[src/rtl/snake_dir_scheduler.sv]
// -----------------------------------------------------------------------------
// snake_dir_scheduler
//
// Turns debounced direction-button pulses into snake heading changes.
// Simultaneous presses are arbitrated (up > down > left > right), the winner
// is buffered in a small FIFO, and at most one buffered request is applied
// per game tick. A pause toggle freezes the heading and flushes the FIFO.
//
// Optional feature macro: REVERSE_REJECT_EN
//   defined   -> a popped request that is the exact opposite of the current
//                heading is discarded and signalled on 'reject'.
//   undefined -> every popped request is applied; 'reject' stays 0.
//
// Ports
//   clk        in   1           system clock, posedge
//   reset_n    in   1           synchronous active-low reset
//   btn_pulse  in   4           debounced pulses: bit0 up, bit1 down,
//                               bit2 left, bit3 right
//   pause_req  in   1           pulse, toggles RUN/PAUSED
//   tick       in   1           game step strobe
//   dir        out  2           current heading (00 up, 01 down, 10 left,
//                               11 right)
//   dir_valid  out  1           pulse: dir was loaded from the FIFO
//   reject     out  1           pulse: popped request discarded as reversal
//   drop       out  1           pulse: request lost to collision / full FIFO
//   q_count    out  PTR_BITS+1  FIFO occupancy
//   paused     out  1           high while PAUSED
// -----------------------------------------------------------------------------
module snake_dir_scheduler #(
   parameter int         QUEUE_DEPTH = 4,
   parameter int         PTR_BITS    = 2,
   parameter logic [1:0] INIT_DIR    = 2'b11
) (
   input  logic                clk,
   input  logic                reset_n,
   input  logic [3:0]          btn_pulse,
   input  logic                pause_req,
   input  logic                tick,
   output logic [1:0]          dir,
   output logic                dir_valid,
   output logic                reject,
   output logic                drop,
   output logic [PTR_BITS:0]   q_count,
   output logic                paused
);

   localparam logic [PTR_BITS:0]   DEPTH_C   = (PTR_BITS+1)'(QUEUE_DEPTH);
   localparam logic [PTR_BITS:0]   CNT_ONE_C = (PTR_BITS+1)'(1);
   localparam logic [PTR_BITS-1:0] PTR_ONE_C = PTR_BITS'(1);

   typedef enum logic [0:0] {
      ST_RUN    = 1'b0,
      ST_PAUSED = 1'b1
   } state_t;

`ifdef REVERSE_REJECT_EN
   // Opposite headings share the axis bit [1] and differ in the sense bit [0].
   function automatic logic is_opposite(input logic [1:0] a, input logic [1:0] b);
      return (a[1] == b[1]) && (a[0] != b[0]);
   endfunction
`endif

   // Registered state
   state_t              state_r;
   logic                paused_r;
   logic [1:0]          fifo_mem_r [QUEUE_DEPTH];
   logic [PTR_BITS-1:0] head_r;
   logic [PTR_BITS-1:0] tail_r;
   logic [PTR_BITS:0]   count_r;
   logic [1:0]          dir_r;
   logic                dir_valid_r;
   logic                reject_r;
   logic                drop_r;

   // Combinational decisions for the current cycle
   logic [1:0]          win_dir_s;
   logic                win_valid_s;
   logic                multi_s;
   logic                run_s;
   logic                full_s;
   logic                pop_s;
   logic                flush_s;
   logic                push_s;
   logic [1:0]          head_dir_s;
   logic                reject_s;
   logic                drop_s;

   // Fixed-priority arbitration of the button pulses.
   always_comb begin
      win_dir_s   = 2'b00;
      win_valid_s = 1'b1;
      if (btn_pulse[0]) begin
         win_dir_s = 2'b00;
      end else if (btn_pulse[1]) begin
         win_dir_s = 2'b01;
      end else if (btn_pulse[2]) begin
         win_dir_s = 2'b10;
      end else if (btn_pulse[3]) begin
         win_dir_s = 2'b11;
      end else begin
         win_dir_s   = 2'b00;
         win_valid_s = 1'b0;
      end
   end

   // Clearing the lowest set bit leaves a nonzero value only if two or more
   // buttons fired together.
   assign multi_s = ((btn_pulse & (btn_pulse - 4'd1)) != 4'd0);

   // Pop/push/flush qualification and pulse causes.
   always_comb begin
      run_s      = (state_r == ST_RUN);
      full_s     = (count_r == DEPTH_C);
      pop_s      = run_s && tick && (count_r != '0);
      // Entering PAUSED flushes the FIFO; a same-cycle enqueue is swallowed
      // silently rather than reported as a drop.
      flush_s    = run_s && pause_req;
      push_s     = win_valid_s && !flush_s && (!full_s || pop_s);
      head_dir_s = fifo_mem_r[head_r];
`ifdef REVERSE_REJECT_EN
      reject_s   = pop_s && is_opposite(head_dir_s, dir_r);
`else
      reject_s   = 1'b0;
`endif
      drop_s     = multi_s || (win_valid_s && !flush_s && full_s && !pop_s);
   end

   // RUN/PAUSED state machine with registered paused flag.
   always_ff @(posedge clk) begin
      if (!reset_n) begin
         state_r  <= ST_RUN;
         paused_r <= 1'b0;
      end else begin
         case (state_r)
            ST_RUN: begin
               if (pause_req) begin
                  state_r  <= ST_PAUSED;
                  paused_r <= 1'b1;
               end
            end
            ST_PAUSED: begin
               if (pause_req) begin
                  state_r  <= ST_RUN;
                  paused_r <= 1'b0;
               end
            end
            default: begin
               state_r  <= ST_RUN;
               paused_r <= 1'b0;
            end
         endcase
      end
   end

   // FIFO pointers and occupancy; pointers wrap naturally at QUEUE_DEPTH.
   always_ff @(posedge clk) begin
      if (!reset_n) begin
         head_r  <= '0;
         tail_r  <= '0;
         count_r <= '0;
      end else if (flush_s) begin
         head_r  <= '0;
         tail_r  <= '0;
         count_r <= '0;
      end else begin
         if (push_s) begin
            tail_r <= tail_r + PTR_ONE_C;
         end
         if (pop_s) begin
            head_r <= head_r + PTR_ONE_C;
         end
         case ({push_s, pop_s})
            2'b10:   count_r <= count_r + CNT_ONE_C;
            2'b01:   count_r <= count_r - CNT_ONE_C;
            default: count_r <= count_r;
         endcase
      end
   end

   // FIFO storage; contents are don't-care until written, so no reset.
   always_ff @(posedge clk) begin
      if (push_s) begin
         fifo_mem_r[tail_r] <= win_dir_s;
      end
   end

   // Heading register and single-cycle event pulses.
   always_ff @(posedge clk) begin
      if (!reset_n) begin
         dir_r       <= INIT_DIR;
         dir_valid_r <= 1'b0;
         reject_r    <= 1'b0;
         drop_r      <= 1'b0;
      end else begin
         dir_valid_r <= pop_s && !reject_s;
         reject_r    <= reject_s;
         drop_r      <= drop_s;
         if (pop_s && !reject_s) begin
            dir_r <= head_dir_s;
         end
      end
   end

   assign dir       = dir_r;
   assign dir_valid = dir_valid_r;
   assign reject    = reject_r;
   assign drop      = drop_r;
   assign q_count   = count_r;
   assign paused    = paused_r;

endmodule
[config.mk]
export PLATFORM = sky130hd
export DESIGN_NAME = snake_dir_scheduler
export DESIGN_NICKNAME = d
export VERILOG_FILES = /design/src/rtl/snake_dir_scheduler.sv
export SDC_FILE = /design/constraint.sdc
export NUM_CORES = 1
export LEC_CHECK = 0
export BUFFER_PORTS_ARGS = -buffer_cell sky130_fd_sc_hd__buf_2
export CORE_ASPECT_RATIO = 1.2
export CORE_MARGIN = 4
export CORE_UTILIZATION = 50
export CTS_CLUSTER_SIZE = 28
export DETAILED_ROUTE_END_ITERATION = 10
export HOLD_SLACK_MARGIN = 0.03
export PLACE_DENSITY_LB_ADDON = 0.05
export SYNTH_ARGS = -nofsm -noshare
export SYNTH_HDL_FRONTEND = slang
export SYNTH_SLANG_ARGS = --single-unit
export TNS_END_PERCENT = 50
[constraint.sdc]
create_clock -name clk -period 2.3 [get_ports clk]
set_input_delay 0.23 -clock clk [delete_from_list [all_inputs] [get_ports clk]]
set_output_delay 0.23 -clock clk [all_outputs]
set_load 0.005 [all_outputs]
==> impl_results.md <==
* Status: completed
* CORE AREA at 2120 sq um
* Worst setup EP type: register
* DRT iter0 DRCs at 11
* CP Cell Sequence: inv_1 -> ha_1 -> nor2_4 -> nor3_1 -> fa_1 -> o41a_1 -> a21oi_1 -> a2111oi_1
* Vias in the first global route at 895
* Fin cells at 160
* Compound-Gate Fraction of Synth Area at 9.71%
* Leakage at 0.512 nW
* Initial antenna violation count at 0
* Largest family of logic cells by synthesized area: simple AND/OR/NAND/NOR gates
* Synth unique cells at 35
* IO Pins at 17
* GR Util All Layers at 15.8%
* RSZ-0062 raised after global routing: no
* #FFs+latches synth at 21
* Post-synth top area cell: dfxtp_1
* Xor and xnor area share after synthesis at 3.82%
* Worst path bufs/invs at 1
* Largest net degree at the start of global routing at 13
* Worst path slowest cell: fa_1
* Synth Area in Simple Gates at 20.9%
* Post-Synth Adder-Cell Area at 10.3%
* Syn_nets at 125
* Final ANT Viol Nets at 0
* Worst min path class: primary input to register
* Final setup violation count at 0
* Area growth from synthesis to final layout at 14.6%
* GPL Wtd Cong at 0.771
* Top area cells in the synthesized netlist: dfxtp_1 (23%), edfxtp_1 (21%), ha_1 (7.6%)
* Crit path max fanout at 5
* Worst VDD drop at 0.000372 V
* Layout Nets at 147
* Port Buffers at 15
* Most frequent cells in the layout: buf_2 (15), dfxtp_1 (13), nor2_1 (11)
* Pre-Repair DR Iteration Count at 4
* Die H at 60.5 um
* Crit Path Class: register to register
* Synth Cell Area at 1150 sq um
* Yosys warns at 0
* Post-synthesis mux area share at 7.42%
* Setup TNS at 0 ns
* Fraction of layout cells with a size suffix above 1 at 23.8%
* Clock Latency Late Sink at 0.30 ns
* Fin. Hold Viols at 0
* N_diodes at 0
* Vias at 833
* Number of synthesized flops with an enable pin at 8
* Initial Util at 54.2%
* DR WL/cell at 12.4 um
* Worst EP arrival at 2.22 ns
* CTS Buf Count at 3
* Fin crit period at 2.02 ns
* CP delay by family, top: adder cells
* Die Wd at 51.7 um
* CP Data Required Time at 2.50 ns
* Final period util at 88.0%
* FMAX at 0.494 GHz
* Max H-tree Level at 1
* Clock Pin Slew Worst Setup and Hold Paths at 0.12 ns
* Nature of the critical path startpoint: register
* Syn Area/Cell at 10.5 sq um
* Post-Synthesis Cells at 109
* Synth top area share at 22.7%
* Root Buffer: clkbuf_4
* Via/cell ratio at 5.21
* Core Rows at 18
* Clock Path Buffers at 2
* Post-synth ARST share at 0%
* Slew Limit Fails at 0
* Skew final at 0.0104 ns
* Hpwl dp at 1580 um
* Clock sink count at 21
* # DRC at 0
* Pwr/cell area at 583 nW/um^2
* Routed wire length at 1980 um
* GRT Residual Overflow at 0
* Die area at 3130 sq um
* Seq/Total Area, Yosys at 43.6%
* First-pass GRT wire length at 3700 um
* Max Cap Viol at 0
* Commonest non-fill, non-tap cell in the layout: buf_2
* Placed insts at 156
* Top FF cell, synth: dfxtp_1
* Crit-path max cell delay at 0.53 ns
* CTS tree: yes
[layer usage]
metal | global-route usage, % | share of wire [%]
met1 | 18.7 | 45
met2 | 28.7 | 50
met3 | 2.21 | 3.6
met4 | 5.99 | 0.76
met5 | 0 | 0
[power breakdown]
part	switching, mW	total [mW]	internal, mW	leakage, nW
Clock	0.113	0.178	0.0647	0.0177
Sequential	0.0141	0.425	0.411	0.182
Combinational	0.0884	0.164	0.0754	0.313
Total	0.215	0.767	0.551	0.512
[worst paths after layout]
path,to,slack [ns],from,depth (start not counted)
max,q_count[1]$_SDFFE_PP0P_,0.28,state_r$_SDFF_PN0_,8
min,dir[1]$_SDFFE_PN1N_,0.15,reset_n,2
max reg2reg,q_count[1]$_SDFFE_PP0P_,0.28,state_r$_SDFF_PN0_,8
min reg2reg,dir[1]$_SDFFE_PN1N_,0.48,dir[1]$_SDFFE_PN1N_,2
[cell type report]
cell class	instances	area, sq um
clock buffers	3	22.5
clock inverters	1	5.00
fillers	204	802
inverters	7	26.3
multi-input cells	77	603
flip-flops and latches	21	500
well taps	30	37.5
repair buffers	21	120
[synth_stat cells, types with 2 or more instances]
cell type  number
a21oi_1         2
and2_1          7
clkbuf_1        3
dfxtp_1        13
edfxtp_1        8
ha_1            7
inv_1           7
mux2i_1         4
mux4_2          2
nand2_1         5
nand2b_1        3
nand3_1         2
nor2_1         11
nor3_1          7
nor4_1          2
o21ai_0         2
o41a_1          2
xnor2_1         5
[flip-flops by register name (all words and copies together), names as in the netlist]
register / flops
fifo_mem_r: 8
q_count: 3
dir: 2
head_r: 2
tail_r: 2
dir_valid: 1
drop: 1
paused: 1
state_r: 1
[timing repair]
action	4_1_cts	5_1_grt
hold buffers	0	0
setup endpoints to repair	0	1
gates resized for setup	0	1
setup buffers	0	0
[per-stage QoR]
stage | util [%] | worst slack (ns) | cell area (sq um) | hold WS, ns | power (mW)
6_report | 62.1 | 0.275 | 1320 | 0.152 | 0.767
4_1_cts | 62.1 | 0.180 | 1310 | 0.151 | 0.776
3_5_place_dp | 60.8 | 0.234 | 1290 | 0.458 | 0.598
2_1_floorplan | - | 0.284 | 1150 | 0.292 | 0.542
5_1_grt | 62.1 | 0.0225 | 1320 | 0.146 | 0.815
3_3_place_gp | 60.8 | 0.300 | 1290 | 0.447 | 0.595
[cells by family after synthesis]
family	after synthesis
XOR/XNOR	5
AND/OR/NAND/NOR	43
flip-flops	21
AO/OA/AOI/OAI	13
other	1
buffers and inverters	11
multiplexers	6
adder cells (fa/ha/maj)	9
Power figures use the tool's default switching activity.
